<file path="config.mk">
export PLATFORM = sky130hd
export DESIGN_NAME = vm_dispenser
export DESIGN_NICKNAME = d
export VERILOG_FILES = /design/src/rtl/vm_dispenser.sv
export SDC_FILE = /design/constraint.sdc
export NUM_CORES = 1
export LEC_CHECK = 0
export CAP_MARGIN = 15
export CORE_ASPECT_RATIO = 1.4
export CORE_MARGIN = 2
export CORE_UTILIZATION = 45
export DETAILED_ROUTE_END_ITERATION = 8
export PLACE_DENSITY = 0.75
export SYNTH_ARGS = -nofsm -noshare
export SYNTH_HDL_FRONTEND = slang
export SYNTH_SLANG_ARGS = --single-unit
</file>
<file path="constraint.sdc">
create_clock -name clk -period 2.8 [get_ports clk]
set_input_delay 0.7 -clock clk [delete_from_list [all_inputs] [get_ports clk]]
set_output_delay 0.7 -clock clk [all_outputs]
set_load 0.02 [all_outputs]
</file>
<file path="src/rtl/vm_dispenser.sv">
// Vending dispenser: queues vend/change requests in a 4-entry FIFO and
// sequences the product motor and the coin ejector from a small FSM.
module vm_dispenser #(
    parameter int unsigned MOTOR_CYCLES = 8,
    parameter int unsigned COIN_ON      = 2,
    parameter int unsigned COIN_GAP     = 2,
    parameter int unsigned COIN_MAX     = 15
) (
    input  logic       clk,
    input  logic       rst_n,
    input  logic       purchase,
    input  logic [1:0] cash_return,
    input  logic       refill,
    output logic       motor_on,
    output logic       coin_eject,
    output logic       busy,
    output logic       fifo_full,
    output logic       overflow,
    output logic       no_change,
    output logic [3:0] coin_count
);

    localparam int unsigned DEPTH    = 4;
    localparam int unsigned PTR_W    = 2;
    localparam int unsigned OCC_W    = 3;
    localparam int unsigned INV_W    = 4;
    localparam int unsigned PH_MAX_A = (MOTOR_CYCLES > COIN_ON) ? MOTOR_CYCLES : COIN_ON;
    localparam int unsigned PH_MAX   = (PH_MAX_A > COIN_GAP) ? PH_MAX_A : COIN_GAP;
    localparam int unsigned PH_W     = (PH_MAX > 2) ? $clog2(PH_MAX) : 1;

    typedef enum logic [1:0] {
        IDLE    = 2'd0,
        MOTOR   = 2'd1,
        COIN_HI = 2'd2,
        COIN_LO = 2'd3
    } state_t;

    typedef struct packed {
        logic       purchase;
        logic [1:0] coins;
    } entry_t;

    state_t             state_q, state_d;
    logic [PH_W-1:0]    ph_q, ph_d;
    logic [1:0]         coins_left_q, coins_left_d;
    logic [1:0]         coins_src;
    logic               want_coin;
    logic               take_coin;
    logic               short_coin;

    entry_t             mem [DEPTH];
    logic [PTR_W-1:0]   wr_ptr, rd_ptr;
    logic [OCC_W-1:0]   q_cnt, q_cnt_d;
    entry_t             entry_in;
    entry_t             head;
    logic [1:0]         req_coins;
    logic               push, pop, accept, drop;

    logic               motor_on_d, coin_eject_d, busy_d, fifo_full_d;
    logic               overflow_d, no_change_d;
    logic [INV_W-1:0]   coin_count_d;

    // Request decode and queue bookkeeping
    always_comb begin
        req_coins = 2'd0;
        if (cash_return == 2'b01) begin
            req_coins = 2'd1;
        end else if (cash_return == 2'b10) begin
            req_coins = 2'd2;
        end
        entry_in = '{purchase: purchase, coins: req_coins};
        push     = purchase || (req_coins != 2'd0);
        head     = mem[rd_ptr];
        pop      = (state_q == IDLE) && (q_cnt != OCC_W'(0));
        accept   = push && ((q_cnt != OCC_W'(DEPTH)) || pop);
        drop     = push && !accept;
        q_cnt_d  = q_cnt;
        case ({accept, pop})
            2'b10:   q_cnt_d = q_cnt + OCC_W'(1);
            2'b01:   q_cnt_d = q_cnt - OCC_W'(1);
            default: q_cnt_d = q_cnt;
        endcase
    end

    // Next-state logic, phase counter and coin bookkeeping
    always_comb begin
        state_d      = state_q;
        ph_d         = ph_q;
        coins_left_d = coins_left_q;
        coins_src    = coins_left_q;
        want_coin    = 1'b0;
        take_coin    = 1'b0;
        short_coin   = 1'b0;
        case (state_q)
            IDLE: begin
                if (pop) begin
                    coins_src    = head.coins;
                    coins_left_d = head.coins;
                    if (head.purchase) begin
                        state_d = MOTOR;
                        ph_d    = '0;
                    end else if (head.coins != 2'd0) begin
                        want_coin = 1'b1;
                    end
                end
            end
            MOTOR: begin
                if (ph_q == PH_W'(MOTOR_CYCLES - 1)) begin
                    if (coins_left_q != 2'd0) begin
                        want_coin = 1'b1;
                    end else begin
                        state_d = IDLE;
                        ph_d    = '0;
                    end
                end else begin
                    ph_d = ph_q + PH_W'(1);
                end
            end
            COIN_HI: begin
                if (ph_q == PH_W'(COIN_ON - 1)) begin
                    state_d = COIN_LO;
                    ph_d    = '0;
                end else begin
                    ph_d = ph_q + PH_W'(1);
                end
            end
            COIN_LO: begin
                if (ph_q == PH_W'(COIN_GAP - 1)) begin
                    if (coins_left_q != 2'd0) begin
                        want_coin = 1'b1;
                    end else begin
                        state_d = IDLE;
                        ph_d    = '0;
                    end
                end else begin
                    ph_d = ph_q + PH_W'(1);
                end
            end
            default: state_d = IDLE;
        endcase
        // Entering COIN_HI only happens with a coin in stock; otherwise flag it.
        if (want_coin) begin
            ph_d = '0;
            if (coin_count != INV_W'(0)) begin
                state_d      = COIN_HI;
                coins_left_d = coins_src - 2'd1;
                take_coin    = 1'b1;
            end else begin
                state_d      = IDLE;
                coins_left_d = 2'd0;
                short_coin   = 1'b1;
            end
        end
    end

    // Next values of the registered outputs
    always_comb begin
        motor_on_d   = (state_d == MOTOR);
        coin_eject_d = (state_d == COIN_HI);
        busy_d       = (state_d != IDLE) || (q_cnt_d != OCC_W'(0));
        fifo_full_d  = (q_cnt_d == OCC_W'(DEPTH));
        overflow_d   = overflow || drop;
        no_change_d  = no_change || short_coin;
        coin_count_d = coin_count;
        if (refill) begin
            coin_count_d = INV_W'(COIN_MAX);
        end else if (take_coin) begin
            coin_count_d = coin_count - INV_W'(1);
        end
    end

    // State register
    always_ff @(posedge clk or negedge rst_n) begin
        if (!rst_n) begin
            state_q <= IDLE;
        end else begin
            state_q <= state_d;
        end
    end

    // Datapath, queue pointers and output registers
    always_ff @(posedge clk or negedge rst_n) begin
        if (!rst_n) begin
            ph_q         <= '0;
            coins_left_q <= 2'd0;
            wr_ptr       <= '0;
            rd_ptr       <= '0;
            q_cnt        <= '0;
            motor_on     <= 1'b0;
            coin_eject   <= 1'b0;
            busy         <= 1'b0;
            fifo_full    <= 1'b0;
            overflow     <= 1'b0;
            no_change    <= 1'b0;
            coin_count   <= INV_W'(COIN_MAX);
        end else begin
            ph_q         <= ph_d;
            coins_left_q <= coins_left_d;
            q_cnt        <= q_cnt_d;
            if (accept) begin
                wr_ptr <= wr_ptr + PTR_W'(1);
            end
            if (pop) begin
                rd_ptr <= rd_ptr + PTR_W'(1);
            end
            motor_on     <= motor_on_d;
            coin_eject   <= coin_eject_d;
            busy         <= busy_d;
            fifo_full    <= fifo_full_d;
            overflow     <= overflow_d;
            no_change    <= no_change_d;
            coin_count   <= coin_count_d;
        end
    end

    // Queue storage
    always_ff @(posedge clk) begin
        if (accept) begin
            mem[wr_ptr] <= entry_in;
        end
    end

endmodule

</file>
# After elaboration in Yosys (flattened, before gate mapping)
# Memory sizes are Yosys's and may differ from the RTL's.
# Cells that the tools add are included.
[totals]
register_bits = 24
latchBits = 0
ramBits = 12
mem_bits_ro = 0
inputBits = 6
out_inout_bits = 10
elab_cells = 94
mem_count = 1
[op_classes]
add_sub_neg = 7
n_mul = 0
div_mod_pow = 0
order_cmp = 0
n_eq_ne = 15
shifts = 0
n_mux = 39
bitwise_logic = 0
n_reduce_logical = 19
[memory_table]
columns = ["memory", "depth", "width", "read_ports", "rd_ports_with_merged_regs", "wr", "line", "source"]
rows = [
  ["mem", 4, 3, 1, 0, 1, "51", "entry_t mem [DEPTH];"],
]
[ops]
columns = ["cell", "n"]
rows = [
  ["2-bit two-way mux", 14],
  ["3-bit two-way mux", 7],
  ["1-bit two-way mux", 12],
  ["3-bit one-hot mux with 4 select lines", 1],
  ["2-bit == test (second input constant)", 5],
  ["2-bit nonzero test", 5],
  ["3-bit inequality test (second input constant)", 3],
  ["2-bit by 1-bit == test with 1-bit output (second input constant)", 4],
  ["4-bit two-way mux", 2],
  ["2-bit one-hot mux with 4 select lines", 1],
  ["3-bit by 1-bit adder with 3-bit output (second input constant)", 2],
  ["3-bit == test (second input constant)", 2],
  ["3-bit one-hot mux with 2 select lines", 1],
  ["3-bit nonzero test", 2],
  ["1-bit logical OR", 5],
  ["2-bit by 1-bit adder with 2-bit output (second input constant)", 2],
  ["4-bit nonzero test", 1],
  ["4-bit by 1-bit subtractor with 4-bit output (second input constant)", 1],
  ["3-bit by 1-bit == test with 1-bit output (second input constant)", 1],
  ["1-bit logical AND", 3],
  ["1-bit one-hot mux with 3 select lines", 1],
  ["3-bit by 1-bit subtractor with 3-bit output (second input constant)", 1],
  ["2-bit zero test", 1],
  ["2-bit AND reduction", 1],
  ["2 further kinds", 2],
]

# Depth between registers and ports, before layout
[logic_depth]
ltp_word = 10
mapped_depth = 10

# Least setup slack after synthesis
# Ideal clock, no wire load.
[synth_path]
path_type = "input to register"
startpoint = "input port cash_return[0]"
endpoint = "register busy"
setup_time_ns = 0.145
arrival_ns = 2.718
setup_slack_ns = -0.063
cell_stages = 9
path_buffers = 1
path_cell_list = "inv_1 > ha_1 > nor2b_1 > clkbuf_1 > nand2_1 > fa_1 > or3_1 > a311oi_1 > nand3_1"
[synth_via]
elab_chain_len = 10
[synth_rtl]
columns = ["item", "line", "source"]
rows = [
  ["start: declaration", "12", "input logic [1:0] cash_return,"],
  ["2-bit == test", "68", "end else if (cash_return == 2'b10) begin"],
  ["2-bit two-way mux", "68", ""],
  ["2-bit two-way mux (*)", "66", "if (cash_return == 2'b01) begin"],
  ["2-bit nonzero test (*)", "72", "push = purchase || (req_coins != 2'd0);"],
  ["1-bit logical OR (*)", "72", ""],
  ["1-bit logical AND (*)", "75", "accept = push && ((q_cnt != OCC_W'(DEPTH)) || pop);"],
  ["2-bit by 1-bit == test with 1-bit output / 2-bit == test (equally long branches)", "78", "case ({accept, pop})"],
  ["3-bit one-hot mux with 2 select lines (*)", "78", ""],
  ["3-bit nonzero test (*)", "160", "busy_d = (state_d != IDLE) || (q_cnt_d != OCC_W'(0));"],
  ["1-bit logical OR (*)", "160", ""],
  ["net busy_d", "59", "logic motor_on_d, coin_eject_d, busy_d, fifo_full_d;"],
  ["end signal: assignment", "208", "busy <= busy_d;"],
  ["end: declaration", "16", "output logic busy,"],
]
# Mark *: on every way through the listed nets, which the timed path passes. The rest lies on a longest branch.
# A chain may end at the register's enable or synchronous reset.

# Worst setup path in the final report
[layout_path]
startpoint = "register state_q[0]"
endpoint = "register busy"
[layout_via]
elab_chain_len = 8
[layout_rtl]
columns = ["item", "line", "source"]
rows = [
  ["start: declaration", "43", "state_t state_q, state_d;"],
  ["start signal: assignment", "177", "state_q <= state_d;"],
  ["2-bit zero test", "74, 94", ""],
  ["1-bit logical AND", "74", "pop = (state_q == IDLE) && (q_cnt != OCC_W'(0));"],
  ["1-bit logical OR", "75", ""],
  ["1-bit logical AND", "75", ""],
  ["2-bit by 1-bit == test with 1-bit output / 2-bit == test (equally long branches)", "78", ""],
  ["3-bit one-hot mux with 2 select lines", "78", ""],
  ["3-bit nonzero test", "160", ""],
  ["1-bit logical OR (*)", "160", ""],
  ["net busy_d", "59", ""],
]
# Marks and branches as above.

==> results.toml <==
[placement]
port_buffers = 15
gp_congestion = 0.917
dp_hpwl_um = 2690
post-place-ws_ns = -0.428

[synthesis]
synth_top_area_share_pct = 26.8
avgSynthCellArea_um2 = 11.5
syn_area_um2 = 1870
yosys_warnings = 0
yosysSeqAreaShare_pct = 51.7
yosys-top-cells-count = "20 x dfrtp_1, 16 x nor2_1, 12 x edfxtp_1"
yosysMostFrequentCell = "dfrtp_1"
synth.largest_area_cell = "dfrtp_1"
async_flop_share_pct = 66.7
ys_ff_latch = 36
synth.area.top_cells = "dfrtp_1 27%, edfxtp_1 19%, ha_1 6.7%"
synth_edf_count = 12
yosysUniqueCellTypes = 46
synthesis.nets = 179
synth_ff_type = "dfrtp_1"
netlist_instances = 162

[pwr]
intPower_mw = 1.54
power_frac_seq_pct = 37.0
power.net_switching_mw = 0.980
vdd_drop_max_mv = 0.677
p_comb_share_pct = 44.8
sw_frac_of_total_pct = 39.0
p_clk_share_pct = 18.2
p_leak_nw = 0.960
p_per_area_nw_per_um2 = 1100

[sta]
rsz0062_at_grt = "no"
fmax_ghz = 0.401
hold_viol = 0
fin_crit_ns = 2.49
clock-skew-final_ns = 0.00401
relSlewSlack_pct = 62.0
slew_viol_final = 0
setup_slack_ns = 0.308
worstMarginPinSlew_ns = 0.570
fin_crit_sh_pct = 89.0
finalSetupViolCount = 0

[layout]
drive_gt1_share_pct = 18.9
areaGrowthSynthToFinish_pct = 22.3
multi_input_area_um2 = 882
seqCellArea_um2 = 966
fin_util_pct = 57.8
num-fill-cells = 316
diodes = 0
final_net_count = 206

[clock_tree]
postCtsSetupRepairBufs = 0
cts_buffers = 5
holdBufCountCts = 0
clockBufferDepth = 2
clk_latency_ns = 0.29
cts_tree = "done"
cts_max_level = 2
clk_pin_slew_ns = 0.07
cts_root_buffer = "clkbuf_8"
clock-sinks = 36

[floorplanning]
start_util_pct = 47.3
die_x_um = 58.5
row_count = 27
die_h_um = 80.2
io_pins = 16
core_um2 = 3950
die_area_um2 = 4690

[drt]
vias_per_cell = 5.64
routedWlPerCell_um = 15.7
dr.first_iter.drc_count = 55
met1_length_um = 1400
first_pass_iters = 4
met3_length_um = 152
top_layer_used = "met4"
wirelength_um = 3660
num_vias = 1315
ant_nets = 0
wl_met2_um = 2000
drc = 0

[global_routing]
gr-usage-all-layers_pct = 18.1
antenna_found_initial = 0
grt_pass1_vias = 1402
grt_pass1_wl_um = 6330
grt_max_degree = 25
grt_overflow_total = 0

[min_path]
hold_class = "register to register"

[critical_path]
criticalPathCategory = "register to register"
crit_arrival_ns = 2.64
worstSetupStartpointType = "register"
crit_path_end_kind = "register"
required_ns = 2.95
cp_max_fo = 8

[run_status]
outcome = "completed"

[run]
maxCapViolations = 0
-- final timing paths --
| kind | startpoint | to | slack [ns] | depth (start not counted) |
|---|---|---|---|---|
| worst min-delay path | no_change | no_change | 0.47 | 1 |
| worst min register to register | no_change | no_change | 0.47 | 1 |
| min in group asynchronous | rst_n | overflow | 0.77 | 2 |
| max in group asynchronous | rst_n | coin_count[0] | 1.74 | 2 |
| worst max-delay path | state_q[0] | busy | 0.31 | 7 |
| worst max register to register | state_q[0] | busy | 0.31 | 7 |
-- flip-flops by register name (all words and copies together), names as in the netlist --
register      cells
ph_q              3
q_cnt             3
motor_on          1
coins_left_q      2
no_change         1
coin_eject        1
state_q           2
wr_ptr            2
busy              1
coin_count        4
mem              12
rd_ptr            2
fifo_full         1
overflow          1
-- critical path: stages (launching register included) --
cell and delay [ns]:
dfrtp_1 0.46, or2_2 0.40, nor2_1 0.18, nand2_2 0.09
fa_2 0.37, or3_4 0.41, a311oi_4 0.32, nand3_1 0.11
-- through the flow --
step	TNS, ns	area (um^2)	power (mW)	hold WS [ns]	cells
2_1_floorplan	0	1880	1.72	0.404	162
3_3_place_gp	-0.994	2130	1.96	0.445	225
3_5_place_dp	-1.22	2130	2.03	0.446	225
4_1_cts	0	2270	2.51	0.463	233
5_1_grt	0	2280	2.71	0.496	233
6_report	0	2280	2.52	0.466	233
-- power by group through the flow --
stage                     registers (mW)  clock network (mW)  logic (mW)
after floorplan                    0.888                   0       0.832
after global placement             0.916                   0        1.04
after detailed placement           0.932                   0        1.10
after CTS                          0.925               0.468        1.12
after global routing               0.959               0.486        1.27
final                              0.932               0.457        1.13
-- routing by layer --
layer  track usage, %  vias to the layer above
li1                 -                      629
met1             19.1                      643
met2             32.1                       32
met3             4.83                       11
met4             9.07                        0
met5                0                        -
-- cell type report --
class,count,area share (%)
sequential,36,42.3
multi-input combinational,110,38.6
timing repair buffer,25,10.1
clock buffer,5,3.01
tap,43,2.35
clock inverter,3,1.86
inverter,11,1.81
-- what timing repair did --
| item | in CTS | in global routing |
|---|---|---|
| endpoints found under the setup margin | 3 | 3 |
| pin swaps | 2 | 3 |
| resized for setup | 5 | 4 |
-- cells by family (layout without fill, tap and decap cells) --
kind of cell	Yosys count	after routing	share of synthesized area (%)
adders and majority gates	11	11	7.77
muxes	6	6	5.22
AOI/OAI and AO/OA	31	31	12.2
DFF	36	36	51.7
and+or+nand+nor	56	56	16.7
buffers and inverters	16	44	3.62
xor gates and xnor gates	6	6	2.81
-- cell usage in the layout (no fill, tap or decap), types with 2 or more instances in the layout --
cell             instances
dfstp_2                  4
nand2b_1                 4
a21oi_1                  7
nor2b_1                  2
dlymetal6s2s_1           2
mux2i_1                  3
inv_1                   11
edfxtp_1                12
buf_4                   10
clkbuf_8                 5
nor3_1                   5
nand3b_1                 2
nor3b_1                  2
o21ai_0                  7
xnor2_1                  6
and2_1                   6
clkdlybuf4s50_1         13
ha_1                     9
nor2_1                  16
a211oi_1                 2
dfrtp_1                 20
mux4_2                   3
nand2_1                  7
No activity file was read; power rests on OpenSTA's default activity.
